$ cat src/rtl/sipo_deser_param.sv
// Serial-in/parallel-out deserialiser: shifts din into q, captures each full word into word/word_valid.
// word_valid rises on the edge that takes the last bit; serial input never stalls, drops set overrun; SIPO_PARITY_EN adds a parity bit and par_err.
module sipo_deser_param #(
  parameter int WIDTH     = 8,
  parameter bit MSB_FIRST = 1'b1,
`ifdef SIPO_PARITY_EN
  localparam int FRAME    = WIDTH + 1,
`else
  localparam int FRAME    = WIDTH,
`endif
  localparam int CW       = $clog2(FRAME + 1)
) (
  input  logic             clk,
  input  logic             rst_n,
  input  logic             clear,
  input  logic             din,
  input  logic             din_valid,
  output logic [WIDTH-1:0] q,
  output logic [WIDTH-1:0] q_bar,
  output logic [CW-1:0]    bit_cnt,
  output logic [WIDTH-1:0] word,
  output logic             word_valid,
  input  logic             word_ready,
`ifdef SIPO_PARITY_EN
  output logic             par_err,
`endif
  output logic             overrun
);

  localparam logic [CW-1:0] LAST = CW'(FRAME - 1);

  logic [WIDTH-1:0] q_nxt;
  logic [CW-1:0]    cnt_nxt;
  logic             shift_en;
  logic             done;
  logic             free;

  always_comb begin
    shift_en = din_valid;
`ifdef SIPO_PARITY_EN
    // the trailing parity bit is counted but never enters the shift register
    if (bit_cnt == LAST) shift_en = 1'b0;
`endif
    q_nxt = q;
    if (shift_en) q_nxt = MSB_FIRST ? {q[WIDTH-2:0], din} : {din, q[WIDTH-1:1]};
    done    = din_valid && (bit_cnt == LAST);
    cnt_nxt = bit_cnt;
    if (din_valid) cnt_nxt = done ? '0 : bit_cnt + 1'b1;
    free = !word_valid || word_ready;
  end

  always_ff @(posedge clk or negedge rst_n) begin
    if (!rst_n) begin
      q          <= '0;
      q_bar      <= '1;
      bit_cnt    <= '0;
      word       <= '0;
      word_valid <= 1'b0;
      overrun    <= 1'b0;
`ifdef SIPO_PARITY_EN
      par_err    <= 1'b0;
`endif
    end else if (clear) begin
      q          <= '0;
      q_bar      <= '1;
      bit_cnt    <= '0;
      word       <= '0;
      word_valid <= 1'b0;
      overrun    <= 1'b0;
`ifdef SIPO_PARITY_EN
      par_err    <= 1'b0;
`endif
    end else begin
      q       <= q_nxt;
      q_bar   <= ~q_nxt;
      bit_cnt <= cnt_nxt;
      if (done) begin
        if (free) begin
          word       <= q_nxt;
          word_valid <= 1'b1;
`ifdef SIPO_PARITY_EN
          par_err    <= (^q_nxt) ^ din;
`endif
        end else begin
          overrun <= 1'b1;
        end
      end else if (word_valid && word_ready) begin
        word_valid <= 1'b0;
      end
    end
  end

endmodule

$ cat config.mk
export PLATFORM = sky130hd
export DESIGN_NAME = sipo_deser_param
export DESIGN_NICKNAME = d
export VERILOG_FILES = /design/src/rtl/sipo_deser_param.sv
export SDC_FILE = /design/constraint.sdc
export NUM_CORES = 1
export LEC_CHECK = 0
export ABC_AREA = 1
export BUFFER_PORTS_ARGS = -buffer_cell sky130_fd_sc_hd__buf_4
export CORE_MARGIN = 1
export CORE_UTILIZATION = 53
export DETAILED_ROUTE_END_ITERATION = 10
export PLACE_DENSITY = 0.92
export SYNTH_ARGS = -nofsm -noshare
export SYNTH_HDL_FRONTEND = slang
export SYNTH_SLANG_ARGS = --single-unit
export TNS_END_PERCENT = 5
$ cat constraint.sdc
create_clock -name clk -period 2.4 [get_ports clk]
set_input_delay 0.12 -clock clk [delete_from_list [all_inputs] [get_ports clk]]
set_output_delay 0.12 -clock clk [all_outputs]
set_load 0.01 [all_outputs]
Word level (Yosys, flattened, before mapping)
Cells that the tools add are included.
W data, S select, Z words.

word-level totals
  register bits after elaboration = 30
  latch bits = 0
  memory bits (writable) = 0
  ROM bits = 0
  input bits = 6
  output and inout port bits = 30
  word-level logic and storage cells = 38
  memories = 0

operators by class
  $add $sub $neg = 1
  multiply operators = 0
  div/mod/pow operators = 0
  $lt $le $gt $ge = 0
  eq/ne operators = 3
  shift-type cells = 0
  muxes and demuxes = 16
  bitwise gates (word level) = 1
  reduce and logical (&&, ||, !) cells = 11

operator list
  operator               number
  $mux W8                6
  $mux W4                3
  $not A8 Y8             1
  $mux W1                7
  $reduce_and A2 Y1      3
  $reduce_bool A2 Y1     3
  $add A4 B1 Y4 const B  1
  $eq A4 B3 Y1 const B   1
  $ne A3 B2 Y1 const B   1
  $reduce_bool A3 Y1     1
  $logic_and A1 B1 Y1    2
  $ne A2 B2 Y1 const B   1
  $logic_not A1 Y1       1
  $logic_or A1 B1 Y1     1

Logic depth before layout (Yosys ltp)
  depth in word-level cells = 5
  gate-level depth with buffers = 6
  gate-level depth less buffers = 6

Worst setup path after synthesis
No wires, ideal clock.

  path type = reg2reg
  start point = register bit_cnt[0]
  end point = register word[0]
  setup time = 0.118 ns
  data arrival time = 1.067 ns
  data required time = 2.282 ns
  slack = 1.215 ns
  stages on the path, launching flop included = 7
  clock period less this slack = 1.185 ns
  path through = dfrtp_1 ha_1 nand2_2 inv_1 nand3_1 nand3_1 nand2_1

between the ends
  cells in the longest elaborated chain, start to end = 4

RTL lines
  what                                 RTL line  RTL
  start, declared                      20        output logic [CW-1:0] bit_cnt,
  start signal, assigned               76        bit_cnt <= cnt_nxt;
  $eq A4 B3 Y1                         46        done = din_valid && (bit_cnt == LAST);
  $logic_and A1 B1 Y1                  46
  $reduce_bool A2 Y1 (no source line)  n/a
  $reduce_and A2 Y1 (no source line)   n/a
  end signal, assigned                 79        word <= q_nxt;
  end, declared                        21        output logic [WIDTH-1:0] word,

No other way between the ends.
A chain may end at the register's enable or synchronous reset.

Worst setup path in the final report
  start point = register bit_cnt[0]
  end point = register bit_cnt[0]

between the ends
  cells in the longest elaborated chain, start to end = 5
  elaborated cells on any way between the ends = 6
  those cells by class = add/sub (1); eq/ne (1); mux (3); reduce/logical (1)

RTL lines
  what                                                                   RTL line  RTL
  parallel branches: the longest is 2 deep, another holds $add A4 B1 Y4  n/a
  $mux W4 (*) (2 in series)                                              48        if (din_valid) cnt_nxt = done ? '0 : bit_cnt + 1'b1;
  $mux W4 (*)                                                            63        end else if (clear) begin

Every way passes the cells marked *. The select of a mux whose other input is x is not followed.

==> impl_metrics.csv <==
group,metric,value,unit
global_routing,grt_busiest_layer,"met2",
floorplanning,row_count,17,
power,power_density,558,mW/mm2
setup_path,cp-endpoint,"bit_cnt[0]$_DFFE_PN0P_",
synthesis,synth_xor_area_frac,0,
route,firstDrtPassIters,4,
timing,finalWorstSetupSlack,927,ps
place,port_buffers,35,
clocking,numCtsBuffers,5,
finish,stdcell_count,205,
power,vdd_ir_drop_max,0.483,mV
global_routing,antenna_found_initial,0,
setup_path,r2r_start,"bit_cnt[0]$_DFFE_PN0P_",
clocking,clock_path_buffers,2,
min_path,hold_path_class,"input pin to register",
route,avgViaCountPerCell,5.07,
setup_path,critPathTopFamily,"simple AND/OR/NAND/NOR gates",
finish,syn2layout_area_growth,28.3,%
setup_path,required,2620,ps
setup_path,crit_type,"register to register",
setup_path,critPathMaxStageDelay,450,ps
place,dp.final_hpwl,1830,um
global_routing,grtUsageMet3,0.0727,
synthesis,synth.avg_cell_area,9.07,um2
clocking,cts_tree,"built",
clocking,cts_hold_buf,2,
timing,hold_viol,0,
route,wl_per_cell,12.6,um
setup_path,crit_path_frequent_cell,"nand2_1",
finish,drive_gt1_frac,0.316,
global_routing,grt_use_total,0.235,
setup_path,arrival,1700,ps
power,p_leak,0.928,nW
place,pre_cts_slack,957,ps
floorplanning,start_util,0.558,
setup_path,cp_cell_sequence,"ha_1 -> nand2_2 -> nor2_2 -> nor2_1 -> nand2_1 -> nand2_1",
route,wl,2590,um
synthesis,syn-cell-area,0.00123,mm2
synthesis,synth.area.mux_share,0,
floorplanning,die_x,50.2,um
timing,fin_tns_setup,0,ps
finish,nets,183,
timing,setup_viol,0,
setup_path,r2r_end,"bit_cnt[0]$_DFFE_PN0P_",
setup_path,r2r_slack,930,ps
setup_path,crit_path_start_kind,"register",
clocking,cts_resized,0,
synthesis,ys_ff_latch,30,
synthesis,yosys.area_share.adder,0.0101,
floorplanning,core_area,0.00221,mm2
floorplanning,num_io_pins,36,
finish,layout_common_cells,"nand2_1 (53), buf_4 (35), dfrtp_1 (22)",
place,gp_congestion,0.848,
synthesis,ys_seq_area_frac,0.617,
global_routing,grt_max_degree,31,
timing,clock.fmax,679,MHz
setup_path,path_depth,6,
global_routing,gr-total-overflow,0,
clocking,root_buffer,"clkbuf_4",
clocking,clkTransAtPathRegs,90,ps
timing,worstMarginPinSlew,410,ps
setup_path,path_max_fanout,11,
timing,rsz0062_at_grt,"no",
synthesis,synth_area_leader_cell,"dfrtp_1",
global_routing,grt_pass1_vias,967,
synthesis,ys_warn_count,0,
synthesis,syn_inst,136,
synthesis,yosys-top-cells-area,"dfrtp_1 (45%), dfstp_2 (17%), nand2_1 (16%)",
clocking,post_cts_buffers,0,
timing,fin_crit_sh,0.614,
clocking,htreeDepth,2,
finish,layout_commonest_cell,"nand2_1",
job,drv_cap,0,
synthesis,synth_top_area_frac,0.446,
setup_path,crit_path_end_kind,"register",
synthesis,syn_nets,143,
synthesis,ys_types,17,
setup_path,startpoint,"bit_cnt[0]$_DFFE_PN0P_",
setup_path,cp_slowest_cell,"dfrtp_1",
run_status,status,"finished clean",
route,vias,1040,
setup_path,crit_buf_inv,0,
clocking,insertion_delay,330,ps
global_routing,use_met2,0.376,
timing,fin_skew,5.05,ps
setup_path,r2r_cells,6,
place,numPlacedInstances,195,
timing,max-slew-margin-rel,0.726,
timing,slew_violations,0,
clocking,cts_sinks,30,
synthesis,synth_top_family_by_area,"simple AND/OR/NAND/NOR gates",
floorplanning,dieHeight,50.2,um
min_path,min_from,"din",
route,drc,0,
global_routing,use_met1,0.306,
floorplanning,die_area,0.00252,mm2
route,postRouteAntennaNets,0,
synthesis,synthSimpleGateAreaFrac,0.283,
finish,diodes,0,
synthesis,synth-compound-area-share,0.0152,
timing,period_needed,1470,ps
route,drtIter0Drc,18,
global_routing,grt_pass1_wl,4330,um
[stage by stage]
stage	hold WS, ps	util	cell area, um2	total power, mW
floorplan	-176	-	1230	0.553
global placement	53.0	0.679	1500	0.582
detailed placement	64.5	0.679	1500	0.586
CTS	95.8	0.715	1580	0.891
global route	118	0.715	1580	0.923
finish	93.8	0.715	1580	0.883
[Yosys cell counts]
| master | n |
|---|---|
| inv_1 | 16 |
| o21ai_0 | 1 |
| buf_2 | 2 |
| a21oi_2 | 1 |
| buf_4 | 1 |
| ha_1 | 1 |
| a21oi_1 | 1 |
| nand3_1 | 10 |
| nand4_1 | 9 |
| buf_6 | 1 |
| nand2_2 | 3 |
| nor2_2 | 1 |
| nand2_1 | 53 |
| nor2_1 | 5 |
| dfrtp_1 | 22 |
| inv_2 | 1 |
| dfstp_2 | 8 |
[sequential cells by signal (all words and copies together), names as in the netlist]
signal      flops
q               8
q_bar           8
word            8
bit_cnt         4
overrun         1
word_valid      1
[logic make-up (layout without fill, tap and decap cells)]
kind of cell	after synthesis	count (layout)
compound gates	3	3
fa+ha+maj	1	1
buf+inv	21	62
flops	30	30
simple gates	81	81
[metal layers]
layer  part of all wire  routed length (um)
met5                  0                   0
met4              0.012                  32
met3              0.063                 163
met2               0.48                1260
met1               0.44                1140
[power breakdown]
part	switching [mW]	leakage, nW	internal [mW]
sequential	0.00640	0.389	0.513
clock	0.163	0.0353	0.142
combinational	0.0376	0.503	0.0209
[worst min path at each step]
stage                                        end  cells after the start
after floorplan           bit_cnt[0]$_DFFE_PN0P_                      0
after global placement            q[0]$_DFF_PN0_                      1
after detailed placement  bit_cnt[0]$_DFFE_PN0P_                      1
after CTS                     q_bar[0]$_DFF_PN1_                      4
after global routing          q_bar[0]$_DFF_PN1_                      4
final                         q_bar[0]$_DFF_PN1_                      4
[worst min-delay path: stages]
cell,delay (ps)
buf_4,80
nand2_1,40
nand2_1,100
nand2_1,80
[layout make-up]
type,count,area (um2)
flip-flops and latches,30,761
clock inverters,1,5.00
clock buffers,7,55.1
fillers,191,629
multi-input cells,85,380
inverters,17,63.8
repair buffers,37,283
well taps,28,35.0
(Power assumes the default switching activity.)
